$ cat config.mk
export PLATFORM = sky130hd
export DESIGN_NAME = i2c_addr_forwarder
export DESIGN_NICKNAME = d
export VERILOG_FILES = /design/src/rtl/i2c_pkg.sv /design/src/rtl/i2c_qtick.sv /design/src/rtl/i2c_addr_forwarder.sv
export SDC_FILE = /design/constraint.sdc
export NUM_CORES = 1
export LEC_CHECK = 0
export CAP_MARGIN = 20
export CORE_MARGIN = 1
export CORE_UTILIZATION = 31
export DETAILED_ROUTE_END_ITERATION = 12
export SYNTH_ARGS = -nofsm -noshare
export SYNTH_HDL_FRONTEND = slang
export SYNTH_HIERARCHICAL = 1
export SYNTH_SLANG_ARGS = --single-unit
$ cat constraint.sdc
create_clock -name clk -period 8.3 [get_ports clk]
set_input_delay 0.83 -clock clk [delete_from_list [all_inputs] [get_ports clk]]
set_output_delay 0.83 -clock clk [all_outputs]
set_load 0.1 [all_outputs]
$ cat src/rtl/i2c_pkg.sv
// i2c_pkg: state encoding, quarter indices and translator address constants shared by the
// I2C address forwarder and its quarter-period divider.
package i2c_pkg;

  typedef enum logic [2:0] {
    ST_IDLE  = 3'd0,
    ST_START = 3'd1,
    ST_BIT   = 3'd2,
    ST_ACK   = 3'd3,
    ST_HOLD  = 3'd4,
    ST_STOP  = 3'd5
  } i2c_state_e;

  localparam logic [1:0] Q0 = 2'd0;
  localparam logic [1:0] Q1 = 2'd1;
  localparam logic [1:0] Q2 = 2'd2;
  localparam logic [1:0] Q3 = 2'd3;

  localparam logic [6:0] PHYS_ADDR = 7'h48;
  localparam logic [6:0] VIRT_ADDR = 7'h49;

  // Open-drain: a 0 data bit is driven by pulling SDA low.
  function automatic logic sda_drive(input logic bit_v);
    return ~bit_v;
  endfunction

endpackage

$ cat src/rtl/i2c_qtick.sv
// i2c_qtick: SCL quarter-period divider. Counts 0..CLK_DIV-1 while enabled, strobes tick at
// the wrap, and freezes while hold is asserted (slave clock stretching).
module i2c_qtick #(
  parameter int CLK_DIV = 125
) (
  input  logic clk,
  input  logic reset_n,
  input  logic en,
  input  logic clr,
  input  logic hold,
  output logic tick
);

  localparam int CW = (CLK_DIV > 1) ? $clog2(CLK_DIV) : 1;
  localparam logic [CW-1:0] LAST = CW'(CLK_DIV - 1);

  logic [CW-1:0] r_cnt;

  // Wrap strobe; suppressed while frozen so a stretched quarter never ends early.
  always_comb begin
    tick = en & ~clr & ~hold & (r_cnt == LAST);
  end

  // Quarter counter, parked at zero whenever the sequencer is not timing a quarter.
  always_ff @(posedge clk or negedge reset_n) begin
    if (!reset_n) begin
      r_cnt <= '0;
    end else if (clr || !en) begin
      r_cnt <= '0;
    end else if (hold) begin
      r_cnt <= r_cnt;
    end else if (r_cnt == LAST) begin
      r_cnt <= '0;
    end else begin
      r_cnt <= r_cnt + CW'(1);
    end
  end

endmodule

$ cat src/rtl/i2c_addr_forwarder.sv
// i2c_addr_forwarder: re-issues a translated address + R/W as single master on the physical
// bus (START, address byte, ACK, hold until STOP). Define I2C_FWD_STRETCH_EN for clock stretching.
module i2c_addr_forwarder
  import i2c_pkg::*;
#(
  parameter int CLK_DIV = 125,
  parameter int ADDR_W  = 7
) (
  input  logic              clk,
  input  logic              reset_n,
  input  logic              start_req,
  input  logic [ADDR_W-1:0] addr_in,
  input  logic              rw_in,
  input  logic              stop_req,
  input  logic              scl_i,
  input  logic              sda_i,
  output logic              scl_pd,
  output logic              sda_pd,
  output logic              busy,
  output logic              done,
  output logic              ack_ok,
  output logic [2:0]        state_o
);

  localparam int SH_W = ADDR_W + 1;
  localparam int BC_W = $clog2(SH_W + 1);
  localparam logic [BC_W-1:0] LAST_BIT = BC_W'(ADDR_W);

`ifdef I2C_FWD_STRETCH_EN
  localparam logic STRETCH_EN = 1'b1;
`else
  localparam logic STRETCH_EN = 1'b0;
`endif

  i2c_state_e      r_state;
  logic [1:0]      r_q;
  logic [BC_W-1:0] r_bitcnt;
  logic [SH_W-1:0] r_shift;
  logic            r_sampled;

  logic w_tick;
  logic w_cnt_en;
  logic w_stretch;
  logic w_start_acc;

  // Quarter timing runs only in the states that shape SCL edges.
  always_comb begin
    w_cnt_en = 1'b0;
    case (r_state)
      ST_START, ST_BIT, ST_ACK, ST_STOP: w_cnt_en = 1'b1;
      default:                           w_cnt_en = 1'b0;
    endcase
  end

  // A slave holding SCL low during the released high quarter stretches that quarter.
  assign w_stretch   = STRETCH_EN & ~scl_i & (r_q == Q2) &
                       (r_state inside {ST_BIT, ST_ACK, ST_STOP});
  assign w_start_acc = (r_state == ST_IDLE) & start_req;
  assign state_o     = r_state;

  i2c_qtick #(.CLK_DIV(CLK_DIV)) u_qtick (
    .clk     (clk),
    .reset_n (reset_n),
    .en      (w_cnt_en),
    .clr     (w_start_acc),
    .hold    (w_stretch),
    .tick    (w_tick)
  );

  // Transaction sequencer: state and every pad/status output update together.
  always_ff @(posedge clk or negedge reset_n) begin
    if (!reset_n) begin
      r_state   <= ST_IDLE;
      r_q       <= Q0;
      r_bitcnt  <= '0;
      r_shift   <= '0;
      r_sampled <= 1'b0;
      scl_pd    <= 1'b0;
      sda_pd    <= 1'b0;
      busy      <= 1'b0;
      done      <= 1'b0;
      ack_ok    <= 1'b0;
    end else begin
      done <= 1'b0;
      case (r_state)
        ST_IDLE: begin
          if (start_req) begin
            r_shift  <= {addr_in, rw_in};
            r_bitcnt <= '0;
            r_q      <= Q0;
            ack_ok   <= 1'b0;
            busy     <= 1'b1;
            sda_pd   <= 1'b1;
            scl_pd   <= 1'b0;
            r_state  <= ST_START;
          end
        end
        ST_START: begin
          if (w_tick) begin
            if (r_q == Q1) begin
              r_q     <= Q0;
              scl_pd  <= 1'b1;
              sda_pd  <= sda_drive(r_shift[SH_W-1]);
              r_state <= ST_BIT;
            end else begin
              r_q <= r_q + 2'd1;
            end
          end
        end
        ST_BIT: begin
          if (w_tick) begin
            r_q <= r_q + 2'd1;
            case (r_q)
              Q1: scl_pd <= 1'b0;
              Q3: begin
                scl_pd   <= 1'b1;
                r_shift  <= {r_shift[SH_W-2:0], 1'b0};
                r_bitcnt <= r_bitcnt + BC_W'(1);
                if (r_bitcnt == LAST_BIT) begin
                  sda_pd  <= 1'b0;
                  r_state <= ST_ACK;
                end else begin
                  sda_pd <= sda_drive(r_shift[SH_W-2]);
                end
              end
              default: ;
            endcase
          end
        end
        ST_ACK: begin
          if (w_tick) begin
            r_q <= r_q + 2'd1;
            case (r_q)
              Q1: scl_pd <= 1'b0;
              Q2: r_sampled <= sda_i;
              Q3: begin
                done   <= 1'b1;
                ack_ok <= ~r_sampled;
                scl_pd <= 1'b1;
                // A NACK closes the bus on its own; an ACK parks it for the caller.
                if (r_sampled) begin
                  sda_pd  <= 1'b1;
                  r_state <= ST_STOP;
                end else begin
                  sda_pd  <= 1'b0;
                  r_state <= ST_HOLD;
                end
              end
              default: ;
            endcase
          end
        end
        ST_HOLD: begin
          if (stop_req) begin
            r_q     <= Q0;
            scl_pd  <= 1'b1;
            sda_pd  <= 1'b1;
            r_state <= ST_STOP;
          end
        end
        ST_STOP: begin
          if (w_tick) begin
            r_q <= r_q + 2'd1;
            case (r_q)
              Q0: scl_pd <= 1'b0;
              Q1: sda_pd <= 1'b0;
              Q3: begin
                busy    <= 1'b0;
                scl_pd  <= 1'b0;
                sda_pd  <= 1'b0;
                r_state <= ST_IDLE;
              end
              default: ;
            endcase
          end
        end
        default: begin
          r_state <= ST_IDLE;
          r_q     <= Q0;
          busy    <= 1'b0;
          scl_pd  <= 1'b0;
          sda_pd  <= 1'b0;
        end
      endcase
    end
  end

endmodule

==> run metrics, run 1 <==
uppermost layer routed met4; number of diodes 0; Clk Latency, worst-skew pair 0.29 ns; CP Depth 10; vias in the first global route 1,421; vias per cell 5.216; Data required, critical path 8.47 ns; largest family of logic cells by synthesized area compound AO/OA/AOI/OAI gates; via count 1,518; unrepaired setup endpoints after global routing no; Hold Vio Cnt, Final 0; IO Port Bufs 20; register area share after synthesis 0.4082; CP Launch Type input pin; Starting Density 0.3280; clock-pin transition on the worst setup and hold timing paths 0.07 ns; Cell Count, Final, Fillers Out 291; Core ar. 5608 um^2; Gate Count Post-Synth 195; Slew Limit Fails 0; period utilisation layout 0.4169; Worst Setup End Kind register; drt total wl 3960 um; syn avg cell area 9.432 um^2; max cap viols 0; die area 6245 um^2; Hold Slack 0.4940 ns; Period minus WS final 3.460 ns; hold path depth 1; CP max stage delay 0.55 ns; mux contribution to synthesized area 0.04762; pin count of the biggest net entering global routing 31; Avg WL per Cell 13.61 um; DR iter-0 viols 200; FF+latch count, synth 30; Critical path buffers and inverters 3; CTS tree yes; # DRC 0; Main synth FF type dfrtp_1; clock skew 0.005034 ns; clk sinks 30; unique cell type count in the Yosys netlist 51; Worst VDD drop 0.09849 mV; asr flop ratio synth 1.000; GP Congestion 0.7530; Post-Synth Simple-Gate Area 0.1905; Syn. warnings 6; Slew HR 0.3497; Final ANT Viol Nets 0; Post-CTS Resized 0; IO Count 22; Hold-fix buffers, CTS 0; Setup CP Type in2reg; Synth Area in XOR/XNOR 0.009524; Die Ht 79.03 um; FP Rows 27; Met3 Wirelength 241 um; Initial DRT Pass Iterations 4; Slowest-stage cell, CP clkdlybuf4s50_1; crit-path cells clkdlybuf4s50_1 -> nand3_1 -> inv_1 -> nand2b_1 -> nor4_1 -> buf_4 -> o211a_1 -> a211oi_1 -> a221oi_1 -> mux2_2; Critical Path AT 3.63 ns; HP Class reg2reg; Compound-Gate Fraction of Synth Area 0.2333; Die W 79.03 um; Finish-stage setup viols 0; delay-heaviest family, CP buffers and inverters; post-synthesis adder-cell area fraction 0.04762; Num CTS Buffers 5; TNS Setup 0 ns; share of layout cells above drive strength 1 0.1187; pwr dens 263.6 nW/um^2; run status complete, no violations; Layout Area Growth over Synthesis 21.70%; Mapped Area 1839 um^2; first-pass GRT wire length 6789 um; hpwl dp 2634 um; metal2 WL 1813 um; fin nets 239; number of synthesized flops with an enable pin 0; grt total ovfl 0; P_leak 0.0009062 uW; clk buf depth 2; total track usage 0.1407; root buf cell clkbuf_8; initial antenna violation count 0; WL met1 1882 um; worst reg-to-reg path cell count 10; Post-Place Cells 283; postcts setup bufs 0; CP max FO 11; Worst Tran Pin Value 0.9723 ns; fmax 289.0 MHz; H-tree Lvls 2
[metal layers]
metal / up-vias / GRT usage
met2: 39 / 0.2069
met4: 0 / 0.04909
met1: 710 / 0.1882
li1: 767 / -
met5: - / 0
met3: 2 / 0.05172
[report_power, final]
part	leakage [uW]	switching, uW	total (uW)	internal [uW]
Combinational	0.000461	109	185	75.8
Sequential	0.000373	37.0	217	180
Clock	0.0000714	59.4	187	128
[cell usage in the layout, fill, tap and decap left out, types with 4 or more instances in the layout]
cell type	count
dfrtp_1	30
clkdlybuf4s50_1	20
nand2_1	19
o21ai_0	12
nand3_1	11
inv_1	10
nor2_1	10
a21oi_1	8
conb_1	8
or3_1	7
o221a_2	7
ha_1	7
nand2b_1	6
mux2_2	6
clkbuf_8	6
o22ai_1	4
[metrics by stage]
| step | area (um^2) | setup WS, ns | total power (uW) | util |
|---|---|---|---|---|
| after global placement | 2096 | 4.535 | 402.5 | 0.3737 |
| after floorplan | 1866 | 4.874 | 365.6 | - |
| after detailed placement | 2096 | 4.531 | 406.1 | 0.3737 |
| after global routing | 2238 | 4.518 | 628.7 | 0.3992 |
| after CTS | 2238 | 4.825 | 597.2 | 0.3992 |
| final | 2238 | 4.840 | 590.0 | 0.3992 |
[state kept, by name, summed over array words and instances, names as in the netlist]
name / flops
r_shift: 8
u_qtick/r_cnt: 7
r_bitcnt: 4
scl_pd: 1
sda_pd: 1
busy: 1
r_q: 2
r_sampled: 1
ack_ok: 1
done: 1
state_o: 3
[worst register-to-register path, stage by stage (launching register included)]
cell and delay, ns:
dfrtp_1 0.75, inv_1 0.31, nand3_1 0.34, inv_1 0.14, nand2b_1 0.30, nor4_1 0.23
buf_4 0.22, o211a_1 0.20, a211oi_1 0.07, a221oi_1 0.36, mux2_2 0.38
[area by class of cell]
cell class / instances / area (um^2)
Fill cell: 572 / 3369
Multi-Input combinational cell: 149 / 1002
Sequential cell: 30 / 750.7
Timing Repair Buffer: 22 / 215.2
Tap cell: 72 / 90.09
Clock buffer: 6 / 82.58
Clock inverter: 2 / 60.06
Inverter: 10 / 37.54
[cells in the mapped netlist, drive strengths merged, types with 2 or more instances]
master | count | area [um^2]
dfrtp | 30 | 750.7
nand2 | 19 | 71.32
o21ai | 12 | 60.06
nand3 | 11 | 55.05
inv | 10 | 37.54
nor2 | 10 | 37.54
a21oi | 9 | 48.80
buf | 9 | 60.06
ha | 7 | 87.58
o221a | 7 | 78.83
or3 | 7 | 43.79
mux2 | 6 | 67.56
nand2b | 6 | 37.54
clkbuf | 4 | 15.01
o22ai | 4 | 25.02
a211oi | 3 | 22.52
a311oi | 3 | 26.28
nand4 | 3 | 33.78
a41oi | 2 | 17.52
mux2i | 2 | 20.02
nor2b | 2 | 12.51
o211ai | 2 | 15.01
o32ai | 2 | 17.52
xnor2 | 2 | 17.52
[path summary, 6_finish.rpt]
kind,startpoint,to,slack [ns]
worst max-delay path,start_req,scl_pd,4.84
max in group asynchronous,reset_n,r_sampled,7.07
worst min register to register,r_shift[0],r_shift[0],0.49
worst max register to register,state_o[1],scl_pd,4.88
min in group asynchronous,reset_n,r_shift[5],0.93
worst min-delay path,r_shift[0],r_shift[0],0.49
[kinds of logic after synthesis]
| kind of cell | count (synthesis) |
|---|---|
| simple gates | 66 |
| compound gates | 58 |
| flops | 30 |
| buf+inv | 23 |
| mux | 8 |
| fa+ha+maj | 7 |
| xor+xnor | 2 |
| other cells | 1 |
Power figures use the tool's default switching activity.
==> run 2, diff against run 1 <==
- clock period: 8.3 -> 2.9 ns (I/O delays scaled with it)
==> run 2 against run 1 <==
Effect of this change: wire length is 2.7% higher; setup slack worse by 4.4 ns; die area stayed put; global-route usage is 0.64 points higher; core utilization is 0.11 points lower; worst hold slack worse by 0.11 ns; critical path type is now reg2reg; critical endpoint is now r_shift[3].
==> run metrics, run 2 (synthesis results as in run 1) <==
run status complete, no violations; share of layout cells above drive strength 1 0.1956; HP Class in2async; fin nets 245; Avg WL per Cell 13.69 um; Die W 79.03 um; # DRC 0; drt total wl 4065 um; Post-Place Cell Area 2141 um^2; CTS tree yes; Register Area 759.5 um^2; total track usage 0.1471; Core ar. 5608 um^2; GP Congestion 0.8379; unrepaired setup endpoints after global routing no; Setup crit start state_o[1]; CP Launch Type register; hpwl dp 2816 um; clock skew 0.006261 ns; worst reg-to-reg path cell count 9; fmax 408.6 MHz; Slew Limit Fails 0; Finish-stage setup viols 0; Fillers 586; Initial DRT Pass Iterations 6; clock-pin transition on the worst setup and hold timing paths 0.06 ns; reg2reg start state_o[1]; grt total ovfl 0; clk buf depth 2; Setup CP Type reg2reg; Starting Density 0.3280; largest reg by FF count r_shift; area of the multi-input gates 1013 um^2; Hold-fix buffers, CTS 0; postcts setup bufs 0; Num CTS Buffers 5; Layout Area Growth over Synthesis 21.36%; IO Port Bufs 20; Worst Setup End Kind register; Data required, critical path 3.07 ns; crit path to r_shift[3]; cell area after layout 2232 um^2; worst reg2reg path endpoint r_shift[3]; first-pass GRT wire length 6969 um; max reg flops 8; CP max FO 23; DR iter-0 viols 119; pin count of the biggest net entering global routing 31; Worst VDD drop 0.3477 mV; FP Rows 27; number of diodes 0; IO Count 22; die area 6245 um^2; clk sinks 30; vias in the first global route 1,489; via count 1,540; Hold Vio Cnt, Final 0; biggest regs r_shift: 8 flops, u_qtick/r_cnt: 7 flops, r_bitcnt: 4 flops; Die Ht 79.03 um; P_leak 0.0009161 uW; most frequent cells in the layout dfrtp_1, nand2_1, buf_4, o21ai_0, clkdlybuf4s50_1; commonest non-fill, non-tap cell in the layout dfrtp_1; pwr dens 681.8 nW/um^2; max cap viols 0; setup slack, reg-to-reg 0.45 ns; initial antenna violation count 0; Period minus WS final 2.448 ns; vias per cell 5.185; root buf cell clkbuf_8; Critical Path AT 2.62 ns; Clk Latency, worst-skew pair 0.29 ns; TNS Setup 0 ns; H-tree Lvls 2; Final ANT Viol Nets 0; period utilisation layout 0.8440; Post-CTS Resized 0
==> run 2: cell type report <==
class,instances,share of cell area
Sequential cell,30,0.3402
Tap cell,72,0.04036
Multi-Input combinational cell,149,0.4540
Inverter,10,0.01682
Clock buffer,7,0.03868
Clock inverter,1,0.002242
Timing Repair Buffer,28,0.1076
==> run 2: how the worst min path moves through the flow <==
stage | endpoint | cells past startpoint
2_1_floorplan | ack_ok | 0
3_3_place_gp | r_shift[0] | 1
3_5_place_dp | r_shift[0] | 1
4_1_cts | r_shift[6] | 2
5_1_grt | r_shift[3] | 2
6_report | r_shift[3] | 2
==> run 2: worst max-delay path, stage by stage, from the launching register on <==
cell      delay [ns]
dfrtp_4         0.56
nand2b_1        0.20
o21ai_0         0.14
nand2b_1        0.11
nor4_2          0.15
buf_4           0.21
nand3_1         0.14
a21o_1          0.31
or3_1           0.38
o221a_2         0.13
==> run 2: per-stage QoR <==
step,setup WS [ns],total power (uW),utilization,std cells,hold slack [ns]
global route,0.2242,1628,0.3980,297,0.4374
finish,0.4525,1522,0.3980,297,0.3867
floorplan,0.05459,1050,-,202,-0.005591
detailed placement,0.3383,1187,0.3817,289,0.4827
global placement,0.3509,1175,0.3817,289,0.4829
CTS,0.4425,1546,0.3980,297,0.3998
==> run 2: where the power goes <==
part / switching, uW / total, uW / internal, uW
Clock: 155 / 346 / 191
Sequential: 93.4 / 612 / 518
Combinational: 336 / 565 / 228
Total: 584 / 1520 / 937
==> run 2: routing by layer <==
layer	global-route usage	part of all wire
met1	0.1916	0.48
met4	0.07091	0.021
met3	0.03678	0.040
met2	0.2267	0.45
met5	0	0
